**src/rtl/activation_pkg.sv**
```systemverilog
// Shared mode encoding for the activation unit.
package activation_pkg;

    localparam int MODE_W = 2;

    typedef enum logic [MODE_W-1:0] {
        ACT_STEP  = 2'd0,
        ACT_RELU  = 2'd1,
        ACT_CLAMP = 2'd2,
        ACT_LEAKY = 2'd3
    } act_mode_e;

endpackage

```
**src/rtl/activation_lane.sv**
```systemverilog
// Single-channel activation function, purely combinational.
// ACTIVATION_UNIT_LEAKY_EN selects the shifter for mode 3; otherwise mode 3 falls back to RELU.
module activation_lane
    import activation_pkg::*;
#(
    parameter int Q_N        = 16,
    parameter int W          = 33
`ifdef ACTIVATION_UNIT_LEAKY_EN
    ,
    parameter int LEAK_SHIFT = 3
`endif
) (
    input  act_mode_e          mode,
    input  logic signed [W-1:0] x,
    output logic signed [W-1:0] y
);

    localparam logic signed [W-1:0] ONE = {{(W-Q_N-1){1'b0}}, 1'b1, {Q_N{1'b0}}};

    logic neg;
    assign neg = x[W-1];

    always_comb begin
        y = neg ? '0 : x;
        case (mode)
            ACT_STEP:  y = neg ? '0 : ONE;
            ACT_CLAMP: if (!neg && (x > ONE)) y = ONE;
`ifdef ACTIVATION_UNIT_LEAKY_EN
            ACT_LEAKY: if (neg) y = x >>> LEAK_SHIFT;
`endif
            default: ;
        endcase
    end

endmodule

```
**src/rtl/activation_unit.sv**
```systemverilog
// Two-stage N_CH-wide activation pipeline with valid/ready flow control and an active-channel counter.
// ACTIVATION_UNIT_LEAKY_EN enables the leaky slope in mode 3.
module activation_unit
    import activation_pkg::*;
#(
    parameter int SIGN       = 1,
    parameter int Q_M        = 16,
    parameter int Q_N        = 16,
    parameter int N_CH       = 4,
    parameter int LEAK_SHIFT = 3
) (
    input  logic                         clk_i,
    input  logic                         rst_i,
    input  logic                         valid_i,
    output logic                         ready_o,
    input  logic [MODE_W-1:0]            mode_i,
    input  logic [N_CH*(SIGN+Q_M+Q_N)-1:0] summation_i,
    output logic                         valid_o,
    input  logic                         ready_i,
    output logic [N_CH*(SIGN+Q_M+Q_N)-1:0] activation_o,
    output logic [15:0]                  active_cnt_o,
    input  logic                         clr_cnt_i
);

    localparam int W      = SIGN + Q_M + Q_N;
    localparam int STAGES = 2;
    localparam int NZ_W   = $clog2(N_CH + 1);

    if (SIGN != 1 || LEAK_SHIFT < 1 || LEAK_SHIFT > Q_M + Q_N) begin : g_bad_param
        $error("activation_unit: illegal SIGN or LEAK_SHIFT");
    end

    logic [STAGES:1]          vld_pipe;
    logic                     adv;
    act_mode_e                s1_mode;
    logic [N_CH-1:0][W-1:0]   s1_x;
    logic [N_CH-1:0][W-1:0]   lane_y;
    logic [N_CH-1:0][W-1:0]   s2_y;

    // The whole pipe moves as one; a stalled output freezes stage 1 too.
    assign adv          = ~valid_o | ready_i;
    assign ready_o      = adv;
    assign valid_o      = vld_pipe[STAGES];
    assign activation_o = s2_y;

    always_ff @(posedge clk_i) begin
        if (rst_i) begin
            vld_pipe <= '0;
            s2_y     <= '0;
        end else if (adv) begin
            vld_pipe <= {vld_pipe[STAGES-1:1], valid_i};
            if (vld_pipe[1]) s2_y <= lane_y;
        end
    end

    always_ff @(posedge clk_i) begin
        if (adv && valid_i) begin
            s1_mode <= act_mode_e'(mode_i);
            s1_x    <= summation_i;
        end
    end

    for (genvar k = 0; k < N_CH; k++) begin : g_lane
        activation_lane #(
            .Q_N       (Q_N),
            .W         (W)
`ifdef ACTIVATION_UNIT_LEAKY_EN
            ,
            .LEAK_SHIFT(LEAK_SHIFT)
`endif
        ) u_lane (
            .mode (s1_mode),
            .x    (s1_x[k]),
            .y    (lane_y[k])
        );
    end

    logic [NZ_W-1:0] nz;
    logic            xfer;
    logic [15:0]     cnt_base;
    logic [16:0]     cnt_sum;

    always_comb begin
        nz = '0;
        for (int k = 0; k < N_CH; k++)
            if (|s2_y[k]) nz = nz + NZ_W'(1);
    end

    // A clear coinciding with a transfer restarts from that beat's count.
    assign xfer     = valid_o & ready_i;
    assign cnt_base = clr_cnt_i ? 16'h0 : active_cnt_o;
    assign cnt_sum  = {1'b0, cnt_base} + 17'(nz);

    always_ff @(posedge clk_i) begin
        if (rst_i)          active_cnt_o <= '0;
        else if (xfer)      active_cnt_o <= cnt_sum[16] ? 16'hFFFF : cnt_sum[15:0];
        else if (clr_cnt_i) active_cnt_o <= '0;
    end

endmodule

```
**config.mk**
```make
export PLATFORM = sky130hd
export DESIGN_NAME = activation_unit
export DESIGN_NICKNAME = d
export VERILOG_FILES = /design/src/rtl/activation_pkg.sv /design/src/rtl/activation_lane.sv /design/src/rtl/activation_unit.sv
export SDC_FILE = /design/constraint.sdc
export NUM_CORES = 1
export LEC_CHECK = 0
export ABC_CLOCK_PERIOD_IN_PS = 9000
export CAP_MARGIN = 20
export CORE_MARGIN = 2
export CORE_UTILIZATION = 45
export DETAILED_ROUTE_END_ITERATION = 7
export PLACE_DENSITY_LB_ADDON = 0.3
export SLEW_MARGIN = 0
export SYNTH_ARGS = -nofsm -noshare
export SYNTH_HDL_FRONTEND = slang
export SYNTH_HIERARCHICAL = 1
export SYNTH_SLANG_ARGS = --single-unit
```
**constraint.sdc**
```tcl
create_clock -name clk_i -period 9 [get_ports clk_i]
set_input_delay 2.25 -clock clk_i [delete_from_list [all_inputs] [get_ports clk_i]]
set_output_delay 2.25 -clock clk_i [all_outputs]
set_load 0.02 [all_outputs]
```
Word level (Yosys, flattened, before mapping)
Index checks and enable logic that the tools add are counted.
{"block": "totals", "out_inout_bits": 150, "regBits": 284, "wordCells": 61, "inputBits": 139}
{"block": "classes", "n_reduce_logical": 15, "mux": 23, "addsub": 4, "n_eq_ne": 1, "magnitude_cmp": 4, "bitwise_logic": 3}
{"operator": "$pmux 33 s2", "n": 4}
{"operator": "$gt 33x18->1 const B", "n": 4}
{"operator": "$mux 33", "n": 4}
{"operator": "$reduce_or 33->1", "n": 4}
{"operator": "$mux 32", "n": 4}
{"operator": "$mux 17", "n": 4}
{"operator": "$mux 16", "n": 3}
{"operator": "$add 16x3->17", "n": 1}
{"operator": "$add 3x1->3 const B", "n": 3}
{"operator": "$mux 3", "n": 3}
{"operator": "$logic_and 1x1->1", "n": 5}
{"operator": "$logic_not 1->1", "n": 4}
{"operator": "$eq 2x2->1 const B", "n": 1}
{"operator": "$logic_not 2->1", "n": 1}
{"operator": "$reduce_and 2->1", "n": 1}
{"operator": "$and 1x1->1", "n": 1}
{"operator": "$mux 1", "n": 1}
{"operator": "$not 1->1", "n": 1}
{"operator": "$or 1x1->1", "n": 1}

Longest topological paths before layout
Gate-level depths: netlist of the first run.
{"block": "depth", "ltp_word": 11, "depth_mapped": 16, "depth_no_buf": 16}

Cells and area by module
The synthesis of the first run kept the hierarchy.
{"mod": "activation_unit", "instances": 1, "cells_per_inst": 892, "area_per_inst_um2": 9944.5, "seq_area_each_um2": 7026.7}
{"mod": "activation_lane", "instances": 4, "cells_per_inst": 60, "area_per_inst_um2": 570.5, "seq_area_each_um2": 0.0}

Worst setup path after synthesis of the first run
OpenSTA, ideal clock, no wires.
{"block": "synth_timing", "path_kind": "input-to-reg", "startpoint": "input ready_i", "endpoint": "register s1_mode[0] (enable)", "path_stages": 3, "arrival_time_ps": 5805, "path_buffers": 1, "required_ps": 8491, "setup_time_ps": 509, "setup_slack_ps": 2686, "cell_sequence": "nand2b_1 > clkbuf_1 > and2_1"}
{"block": "synth_via", "elab_chain_cells": 2}
{"item": "start, declared", "line_no": "activation_unit.sv:19", "source": "input logic ready_i,"}
{"item": "$or 1x1->1", "line_no": "activation_unit.sv:41", "source": "assign adv = ~valid_o | ready_i;"}
{"item": "named net ready_o", "line_no": "activation_unit.sv:15", "source": "output logic ready_o,"}
{"item": "$logic_and 1x1->1", "line_no": "activation_unit.sv:57", "source": "if (adv && valid_i) begin"}
{"item": "end signal, assigned", "line_no": "activation_unit.sv:58", "source": "s1_mode <= act_mode_e'(mode_i);"}
{"item": "end, declared", "line_no": "activation_unit.sv:35", "source": "act_mode_e s1_mode;"}
The timed path passes the listed nets, and every way through them passes these cells.
A chain may end at the register's enable or synchronous reset.

Final worst setup path of the first run
{"block": "layout_timing", "startpoint": "input ready_i", "endpoint": "output ready_o"}
{"block": "layout_via", "elab_chain_cells": 1}
{"item": "$or 1x1->1", "line_no": "activation_unit.sv:41"}
{"item": "end, declared", "line_no": "activation_unit.sv:15"}
Every way passes these cells.

==> summary.md, run 1 <==
| Metric | Value |
|---|---|
| Met3 wire len | `between 2000 and 2500 microns` |
| M1 WL | `~14000 microns` |
| Initial Utilization | `0.456` |
| Critical path data arrival time | `roughly 3.8 ns` |
| Post-synth ARST share | `0` |
| Vias/cell | `between 5 and 6` |
| Worst setup EP type | `primary output` |
| I/O Buffers | `approximately 290` |
| Worst vdd ir | `0.142 mV` |
| Vias in the first global route | `9038` |
| Max Clk Rate | `about 170 MHz` |
| Largest family of logic cells by synthesized area | `simple AND/OR/NAND/NOR gates` |
| Row count | `60` |
| Post-CTS Setup Inserts | `0` |
| Crit path max fanout | `6` |
| Adder-cell share of the synthesized area | `0.00778` |
| Total Routing Usage GR | `0.220` |
| Clock insertion delay at the later pin of the skew report | `roughly 0.55 ns` |
| Final Skew | `between 0.008 and 0.009 ns` |
| Status | `finished, final reports clean` |
| Die Wd | `approximately 170 microns` |
| Top cells by count, synth | `nand2_1 (301), dfxtp_1 (150), a21oi_1 (137)` |
| Synth warn | `6` |
| Max_slew headroom | `0.364` |
| WL final | `about 32000 microns` |
| Post-Syn Nets | `about 1300` |
| Synth area leader | `edfxtp_1` |
| Synth Instances | `approximately 1100` |
| Synth top area cells | `edfxtp_1 (33%), dfxtp_1 (25%), nand2_1 (9.2%), nor4b_2 (8.8%), a21oi_1 (5.6%)` |
| ANT nets after route | `0` |
| Cells after DPL | `around 1700` |
| Ant. Diodes | `0` |
| Largest net degree at the start of global routing | `between 80 and 90` |
| Hold Fails Final Rpt | `0` |
| Number of synthesized flops with an enable pin | `between 100 and 150` |
| Number of fill cells | `around 2100` |
| Clock slew at reported path FFs | `~0.060 ns` |
| Vias | `between 9000 and 10000` |
| Cts bufs inserted | `31` |
| Compound-Gate Fraction of Synth Area | `0.0786` |
| Post-synth cell types | `between 50 and 60` |
| Leak | `5.32 nW` |
| CTS Sinks | `roughly 280` |
| Layout net count | `1528` |
| Finished Cell Area | `16400 sq um` |
| GP Congestion | `~0.9` |
| 1st-iter DRT viols | `around 790` |
| Dpl hpwl | `21800 microns` |
| Count leader, synth | `nand2_1` |
| Mux contribution to synthesized area | `0.00256` |
| CTS tree | `yes` |
| Antenna violations before repair | `4` |
| Flops & latches, synth | `about 280` |
| Die Y-Extent | `about 170 microns` |
| Tot Pwr | `3.07 mW` |
| Pin slew with the least headroom to its limit | `~0.95 ns` |
| Core area | `~27000 sq um` |
| Critical Path RT | `~6.8 ns` |
| Yosys top cell area share | `0.329` |
| Area Overhead vs Synth | `34.5%` |
| Synth Area in XOR/XNOR | `0.0100` |
| H-tree depth | `1` |
| P per Cell Area | `between 150 and 200 nW/um^2` |
| Post-synthesis cell area | `12200 sq um` |
| Slew Viols, Final | `0` |
| Met2 wire length | `roughly 15000 microns` |
| GR Overflow Total | `0` |
| First-pass GRT wire length | `between 40000 and 50000 microns` |
| Share of layout cells above drive strength 1 | `0.121` |
| Clk buf depth | `3` |
| TNS Setup | `0 ns` |
| Placed cell area | `about 15000 sq um` |
| Top-Level Pins | `around 290` |
| # DRC | `0` |
| Main synth FF type | `dfxtp_1` |
| Unrepaired setup endpoints after global routing | `no` |
| Final setup margin | `slightly below 3 ns` |
| CTS root buf | `clkbuf_16` |
| Post-Place Worst Slack | `between 2 and 3 ns` |
| Simple-gate area share of the yosys netlist | `0.283` |
| Worst min-delay path class | `reg2reg` |
| Tmin final | `6.05 ns` |
| # setup viols final | `0` |
| First-pass iteration count of the detailed router | `5` |
| WL/cell | `roughly 19 microns` |
| PostCTS Resize Cnt | `0` |
| Avg Cell Area, Syn | `approximately 11 sq um` |
| Hold slack | `around 0.46 ns` |
| Seq/Total Area, Yosys | `0.575` |
| Die area | `28500 sq um` |
| Hold buffer count at cts | `0` |
| Final Util | `0.613` |
| Top Metal Used | `met5` |
| Crit path kind | `in2out` |
| Fin crit share | `0.672` |
| Worst setup SP type | `input pin` |
| Fin cells | `1747` |
| Max_cap viols | `0` |
[worst paths after layout]
check,startpoint,endpoint,slack (ns),cells after the start
setup reg to reg,activation_o[27]$_SDFFE_PP0P_,active_cnt_o[14]$_SDFF_PP0_,4.58,13
hold / removal,activation_o[117]$_SDFFE_PP0P_,activation_o[117]$_SDFFE_PP0P_,0.46,2
hold reg to reg,activation_o[117]$_SDFFE_PP0P_,activation_o[117]$_SDFFE_PP0P_,0.46,2
setup / recovery,ready_i,ready_o,2.95,3
[per-layer routing]
layer | global-route usage | vias up
met5 | 0 | -
li1 | - | 4586
met2 | 0.361 | 387
met4 | 0.0761 | 8
met3 | 0.0430 | 64
met1 | 0.294 | 4557
[layout make-up]
| type | count | area [sq um] | area share |
|---|---|---|---|
| timing repair buffer | 307 | 3110 | 0.189 |
| clock buffer | 42 | 857 | 0.0521 |
| inverter | 11 | 41.3 | 0.00251 |
| sequential | 284 | 7030 | 0.427 |
| tap | 341 | 427 | 0.0259 |
| multi-input combinational | 747 | 4800 | 0.292 |
| clock inverter | 15 | 179 | 0.0109 |
[worst max-delay path, cell delays in order]
cell	delay (ns)
clkdlybuf4s50_1	0.56
nand2b_1	0.32
clkdlybuf4s50_1	0.67
[cell usage in the layout (no fill, tap or decap), types with 8 or more instances in the layout]
cell / count
clkinv_2: 8
a21oi_1: 137
inv_1: 11
clkbuf_16: 31
nor3_1: 26
nor4_1: 59
nor4b_2: 72
nand2_1: 300
clkdlybuf4s50_1: 287
nor4b_1: 24
buf_4: 15
nand2b_1: 9
edfxtp_1: 134
dfxtp_1: 150
nor4b_4: 8
nor2_1: 23
xnor2_1: 12
[kinds of logic (layout without fill, tap and decap cells)]
kind of cell    after synthesis  in the layout
flops                       284            284
simple gates                551            551
buf+inv                     101            375
other cells                   4              4
fa+ha+maj                     7              7
xor+xnor                     14             14
mux                           3              3
compound gates              168            168
[registers in the layout, summed over array words and instances, names as in the netlist]
register / flops
vld_pipe: 2
s1_mode: 2
active_cnt_o: 16
s1_x: 132
activation_o: 132
[power by group]
part | switching [mW] | leakage [nW] | internal, mW | total, mW
Clock | 0.504 | 0.509 | 0.777 | 1.28
Sequential | 0.0316 | 2.52 | 1.41 | 1.44
Combinational | 0.192 | 2.30 | 0.161 | 0.353
Total | 0.727 | 5.32 | 2.35 | 3.07
Power figures use the tool's default switching activity.
==> run 2, diff against run 1 <==
- ABC_CLOCK_PERIOD_IN_PS: 9000 -> 5900
- clock period: 9 -> 5.9 ns (I/O delays scaled with it)
==> summary.md, run 2 (synthesized netlist as in run 1, its figures left out) <==
| Metric | Value |
|---|---|
| Top-Level Pins | `289 (unchanged)` |
| Most frequent cells in the layout | `nand2_1 (300), clkdlybuf4s50_1 (287), dfxtp_1 (150)` |
| Hold Startpoint | `activation_o[39]$_SDFFE_PP0P_` |
| Reg-to-Reg End | `active_cnt_o[12]$_SDFF_PP0_` |
| Tot Pwr | `4.70 mW (+53%)` |
| Unrepaired setup endpoints after global routing | `no` |
| Antenna violations before repair | `5 (+1)` |
| Hold Path Sink | `activation_o[39]$_SDFFE_PP0P_` |
| Hold buffer count at cts | `0 (unchanged)` |
| Internal power consumption | `3.57 mW (+52%)` |
| Worst vdd ir | `0.268 mV (+90%)` |
| Worst hold path depth | `2 (unchanged)` |
| Max_slew headroom | `0.283 (-0.0810)` |
| Clock slew at reported path FFs | `0.06 ns (about the same)` |
| P per Cell Area | `285 nW/um^2 (+53%)` |
| Area Overhead vs Synth | `34.7%` |
| Largest net degree at the start of global routing | `87 (+7.4%)` |
| 1st-iter DRT viols | `756 (-4.8%)` |
| Placed cell area | `15300 sq um (+0.23%)` |
| Fin crit share | `0.755` |
| CTS root buf | `clkbuf_16` |
| PostCTS Resize Cnt | `0 (unchanged)` |
| GR peak layer | `met2` |
| Row count | `60 (unchanged)` |
| Die area | `28500 sq um (unchanged)` |
| Hold Fails Final Rpt | `0 (unchanged)` |
| WL/cell | `18.8 microns (+1.1%)` |
| Finished Cell Area | `16500 sq um (+0.14%)` |
| Sw power | `1.12 mW (+54%)` |
| Comb power frac | `0.115 (about the same)` |
| Worst min-delay path class | `reg2reg` |
| Crit path kind | `in2out` |
| Worst setup SP type | `input pin` |
| Critical Path RT | `4.43 ns (-2.32 ns)` |
| Pin slew with the least headroom to its limit | `1.07 ns (+0.122 ns)` |
| Final Skew | `0.0153 ns (+0.00684 ns)` |
| Dpl hpwl | `22600 microns (+3.9%)` |
| GP Congestion | `0.908 (-0.86%)` |
| Met3 GRT Util | `0.0470 (+0.00397)` |
| Vias/cell | `5.45 (-0.83%)` |
| # DRC | `0 (unchanged)` |
| Post-CTS Setup Inserts | `0 (unchanged)` |
| H-tree depth | `1 (unchanged)` |
| CTS tree | `yes` |
| Worst reg2reg path depth | `13 (unchanged)` |
| Critical path data arrival time | `2.98 ns (-0.82 ns)` |
| Tmin final | `4.45 ns` |
| Core area | `26800 sq um (unchanged)` |
| Total Routing Usage GR | `0.223 (+0.00282)` |
| First-pass iteration count of the detailed router | `5 (unchanged)` |
| Crit path max fanout | `6 (unchanged)` |
| First-pass GRT wire length | `50800 microns (+1.6%)` |
| M1 GR Usage | `0.301 (+0.00744)` |
| Share of layout cells above drive strength 1 | `0.120 (-0.000967)` |
| # setup viols final | `0 (unchanged)` |
| GR Overflow Total | `0 (unchanged)` |
| Number of fill cells | `2164 (+1.6%)` |
| Die Y-Extent | `169 microns (unchanged)` |
| R2R Path Start | `activation_o[27]$_SDFFE_PP0P_` |
| Cts bufs inserted | `31 (unchanged)` |
| Met2 usage | `0.365 (+0.00410)` |
| Layout net count | `1530 (+0.13%)` |
| Switching share of power | `0.239 (+0.00254)` |
| ANT nets after route | `0 (unchanged)` |
| Reg2Reg Setup Slack | `1.59 ns (-2.99 ns)` |
| Die Wd | `169 microns (unchanged)` |
| Slew Viols, Final | `0 (unchanged)` |
| Clock insertion delay at the later pin of the skew report | `0.56 ns (about the same)` |
| Vias in the first global route | `9250 (+2.3%)` |
| Leak | `5.33 nW (+0.25%)` |
| CTS Sinks | `284 (unchanged)` |
| Clk buf depth | `3 (unchanged)` |
| Vias | `9544 (-0.60%)` |
| Max_cap viols | `0 (unchanged)` |
| Most common cell after layout, fill and taps aside | `nand2_1` |
| Max Clk Rate | `about 220 MHz` |
| Initial Utilization | `0.456 (unchanged)` |
| Sequential share of power | `0.468 (about the same)` |
| Clock share of power | `0.417 (about the same)` |
| Multi-input gate area in the final layout | `4800 sq um (unchanged)` |
| I/O Buffers | `288 (unchanged)` |
| TNS Setup | `0 ns (unchanged)` |
| Worst setup EP type | `primary output` |
| Seq. cell area | `7030 sq um (unchanged)` |
| WL final | `32900 microns (+1.4%)` |
| Status | `finished, final reports clean` |
==> run 2: cell types whose count changed in the layout (fill, tap and decap cells not counted) <==
cell | before | now
clkinv_2 | 8 | 3
clkbuf_1 | 7 | 11
buf_4 | 15 | 17
bufinv_16 | 4 | 2
clkbuf_16 | 31 | 33
clkinvlp_4 | 2 | 0
buf_12 | 2 | 3
buf_16 | 3 | 2
clkbuf_8 | 4 | 5
clkinv_4 | 0 | 1
diode_2 | 0 | 1
inv_16 | 0 | 1
inv_4 | 0 | 1
==> run 2: cell type report <==
class / count / area share
antenna: 1 / 0.000152
clock buffer: 49 / 0.0568
clock inverter: 9 / 0.00691
inverter: 11 / 0.00251
multi-input combinational: 747 / 0.292
sequential: 284 / 0.427
tap: 341 / 0.0259
timing repair buffer: 309 / 0.189
==> run 2: worst max path at each step <==
stage                                        to  slack (ns)  cells after the start                           from
floorplan                  s1_mode[0]$_DFFE_PP_        0.36                      3                        ready_i
global placement                        ready_o        1.49                      3                        ready_i
detailed placement                      ready_o        1.46                      3                        ready_i
CTS                                     ready_o        1.45                      3                        ready_i
global route        active_cnt_o[14]$_SDFF_PP0_        1.20                     13  activation_o[27]$_SDFFE_PP0P_
finish                                  ready_o        1.45                      3                        ready_i
==> run 2: critical path, cell delays in order <==
cell and delay [ns]:
clkdlybuf4s50_1 0.55, nand2b_1 0.29, clkdlybuf4s50_1 0.66
==> run 2: power by group through the flow <==
stage / Sequential [mW] / Combinational (mW) / Clock, mW
finish: 2.20 / 0.540 / 1.96
global route: 2.20 / 0.592 / 2.07
CTS: 2.20 / 0.539 / 2.00
detailed placement: 2.24 / 0.536 / 0
global placement: 2.24 / 0.523 / 0
floorplan: 2.25 / 0.305 / 0
==> run 2: through the flow <==
step	hold WS (ns)	setup WS, ns	std cells	util
4_1_cts	0.466	1.45	1747	0.612
3_3_place_gp	0.454	1.49	1688	0.572
3_5_place_dp	0.458	1.46	1689	0.573
2_1_floorplan	0.455	0.361	1132	-
5_1_grt	0.493	1.20	1751	0.614
6_report	0.467	1.45	1751	0.614
==> run 2: metal layers <==
| layer | vias up | share of wire |
|---|---|---|
| met5 | - | 0.0015 |
| met4 | 8 | 0.029 |
| met3 | 60 | 0.069 |
| met2 | 353 | 0.48 |
| met1 | 4536 | 0.42 |
| li1 | 4587 | - |
==> run 3, diff against run 2 <==
- ABC_CLOCK_PERIOD_IN_PS: 5900 -> 4500
- clock period: 5.9 -> 4.5 ns (I/O delays scaled with it)
==> summary.md, run 3 (synthesized netlist as in run 1, its figures left out) <==
| Metric | Value |
|---|---|
| Vias in the first global route | `9169 (-0.88%)` |
| Sw power | `1.46 mW (+30%)` |
| First-pass GRT wire length | `50400 microns (-0.77%)` |
| Cts bufs inserted | `31 (unchanged)` |
| PostCTS Resize Cnt | `0 (unchanged)` |
| Worst min-delay path class | `reg2reg` |
| Leak | `5.32 nW (-0.16%)` |
| Antenna violations before repair | `4 (-1)` |
| # setup viols final | `0 (unchanged)` |
| Final Skew | `0.0151 ns (-0.000208 ns)` |
| GP Congestion | `0.887 (-2.3%)` |
| 1st-iter DRT viols | `858 (+13%)` |
| Initial Utilization | `0.456 (unchanged)` |
| Total Routing Usage GR | `0.222 (-0.00131)` |
| Sequential share of power | `0.476 (+0.008)` |
| P per Cell Area | `368 nW/um^2 (+29%)` |
| Crit path kind | `reg2reg` |
| Comb power frac | `0.117 (+0.002)` |
| Crit path max-delay family | `simple AND/OR/NAND/NOR gates` |
| Vias | `9560 (+0.17%)` |
| Unrepaired setup endpoints after global routing | `no` |
| Slowest CP cell | `or4_1` |
| Dpl hpwl | `22600 microns (about the same)` |
| Die Y-Extent | `169 microns (unchanged)` |
| Hold buffer count at cts | `0 (unchanged)` |
| Worst hold path depth | `2 (unchanged)` |
| H-tree depth | `1 (unchanged)` |
| Pin slew with the least headroom to its limit | `0.880 ns (-0.195 ns)` |
| First-pass iteration count of the detailed router | `7 (+2)` |
| Clock slew at reported path FFs | `0.06 ns (about the same)` |
| WP depth | `15 (+12)` |
| GR Overflow Total | `0 (unchanged)` |
| Post-CTS Setup Inserts | `0 (unchanged)` |
| Clock share of power | `0.407 (-0.010)` |
| WL final | `32500 microns (-0.98%)` |
| Largest net degree at the start of global routing | `77 (-11%)` |
| Most common cell after layout, fill and taps aside | `nand2_1` |
| Slowest Stage Delay on Critical Path | `0.54 ns (-0.12 ns)` |
| Internal power consumption | `4.60 mW (+29%)` |
| Slew Viols, Final | `0 (unchanged)` |
| Die Wd | `169 microns (unchanged)` |
| Max_cap viols | `0 (unchanged)` |
| Crit path max fanout | `5 (-1)` |
| Clk buf depth | `3 (unchanged)` |
| Max Clk Rate | `257 MHz` |
| Worst setup EP type | `flip-flop` |
| WL/cell | `18.5 microns (-1.2%)` |
| Crit-path cells | `nor4_1 -> nand4_1 -> or4_1 -> inv_1 -> ha_1 -> xnor2_1 -> xnor2_1 -> ha_1 -> inv_1 -> fa_1 -> nor2b_1 -> o2111ai_1 -> nor2_1 -> nor2_1 -> a311oi_1` |
| Layout net count | `1533 (+0.20%)` |
| Critical path data arrival time | `4.36 ns (+1.38 ns)` |
| TNS Setup | `0 ns (unchanged)` |
| Status | `finished, final reports clean` |
| Die area | `28500 sq um (unchanged)` |
| Worst setup SP type | `flip-flop` |
| Switching share of power | `0.240 (+0.00144)` |
| CTS root buf | `clkbuf_16` |
| CTS tree | `yes` |
| Hold Fails Final Rpt | `0 (unchanged)` |
| Core area | `26800 sq um (unchanged)` |
| Tmin final | `between 3 and 4 ns` |
| Most frequent cells in the layout | `nand2_1 (300), clkdlybuf4s50_1 (287), dfxtp_1 (150)` |
| Max_slew headroom | `0.414 (+0.130)` |
| Critical Path RT | `4.96 ns (+0.53 ns)` |
| Fin crit share | `0.866` |
| CTS Sinks | `284 (unchanged)` |
| I/O Buffers | `288 (unchanged)` |
| Tot Pwr | `6.06 mW (+29%)` |
| Area Overhead vs Synth | `34.5% (about the same)` |
| Worst vdd ir | `0.287 mV (+7.1%)` |
| Post-Place Worst Slack | `0.592 ns (-0.870 ns)` |
| Clock insertion delay at the later pin of the skew report | `0.57 ns (about the same)` |
| Vias/cell | `5.45 (about the same)` |
| Crit path buf inv count | `2 (unchanged)` |
| Final setup margin | `0.603 ns (-0.845 ns)` |
| Row count | `60 (unchanged)` |
| Worst reg2reg path depth | `15 (+2)` |
| ANT nets after route | `0 (unchanged)` |
| # DRC | `0 (unchanged)` |
| Share of layout cells above drive strength 1 | `0.118 (-0.00167)` |
| Number of fill cells | `2130 (-1.6%)` |
| Top-Level Pins | `289 (unchanged)` |
run 3: cell count changes in the layout (fill, tap and decap cells not counted), moves of 2 or more:
cell	delta
buf_12	+5
buf_16	-2
clkbuf_1	-2
clkbuf_16	-2
clkbuf_8	-4
clkinv_1	+7
clkinv_2	+2
run 3: per-layer routing:
layer,global-route usage,wire length [microns]
met5,0,37
met4,0.0656,950
met3,0.0451,2140
met2,0.369,15800
met1,0.294,13600
run 3: path summary, 6_finish.rpt:
| check | startpoint | endpoint | slack (ns) |
|---|---|---|---|
| worst max register to register | activation_o[62]$_SDFFE_PP0P_ | active_cnt_o[12]$_SDFF_PP0_ | 0.60 |
| worst max-delay path | activation_o[62]$_SDFFE_PP0P_ | active_cnt_o[12]$_SDFF_PP0_ | 0.60 |
| worst min-delay path | activation_o[42]$_SDFFE_PP0P_ | activation_o[42]$_SDFFE_PP0P_ | 0.47 |
| worst min register to register | activation_o[42]$_SDFFE_PP0P_ | activation_o[42]$_SDFFE_PP0P_ | 0.47 |
run 3: final cells by class:
class	instances	area (sq um)	area share
Antenna cell	1	2.50	0.000152
Clock inverter	17	165	0.0100
Timing Repair Buffer	312	3160	0.192
Multi-Input combinational cell	747	4800	0.292
Sequential cell	284	7030	0.427
Clock buffer	41	823	0.0500
Tap cell	341	427	0.0259
Inverter	11	41.3	0.00251
run 3: worst min-delay path: stages, from the launching register on:
cell,delay [ns]
dfxtp_1,0.32
nand2_1,0.05
a21oi_1,0.05
run 3: power groups by stage:
| stage | clock (mW) | sequential (mW) | combinational, mW |
|---|---|---|---|
| detailed placement | 0 | 2.94 | 0.703 |
| floorplan | 0 | 2.94 | 0.400 |
| global route | 2.63 | 2.89 | 0.773 |
| CTS | 2.51 | 2.88 | 0.706 |
| finish | 2.47 | 2.88 | 0.709 |
| global placement | 0 | 2.93 | 0.690 |
run 3: per-stage QoR:
stage | area (sq um) | util | hold WS, ns | instances
2_1_floorplan | 12200 | - | 0.455 | 1132
3_3_place_gp | 15400 | 0.574 | 0.454 | 1691
3_5_place_dp | 15400 | 0.574 | 0.460 | 1691
4_1_cts | 16400 | 0.611 | 0.468 | 1749
5_1_grt | 16400 | 0.614 | 0.490 | 1753
6_report | 16400 | 0.614 | 0.467 | 1754
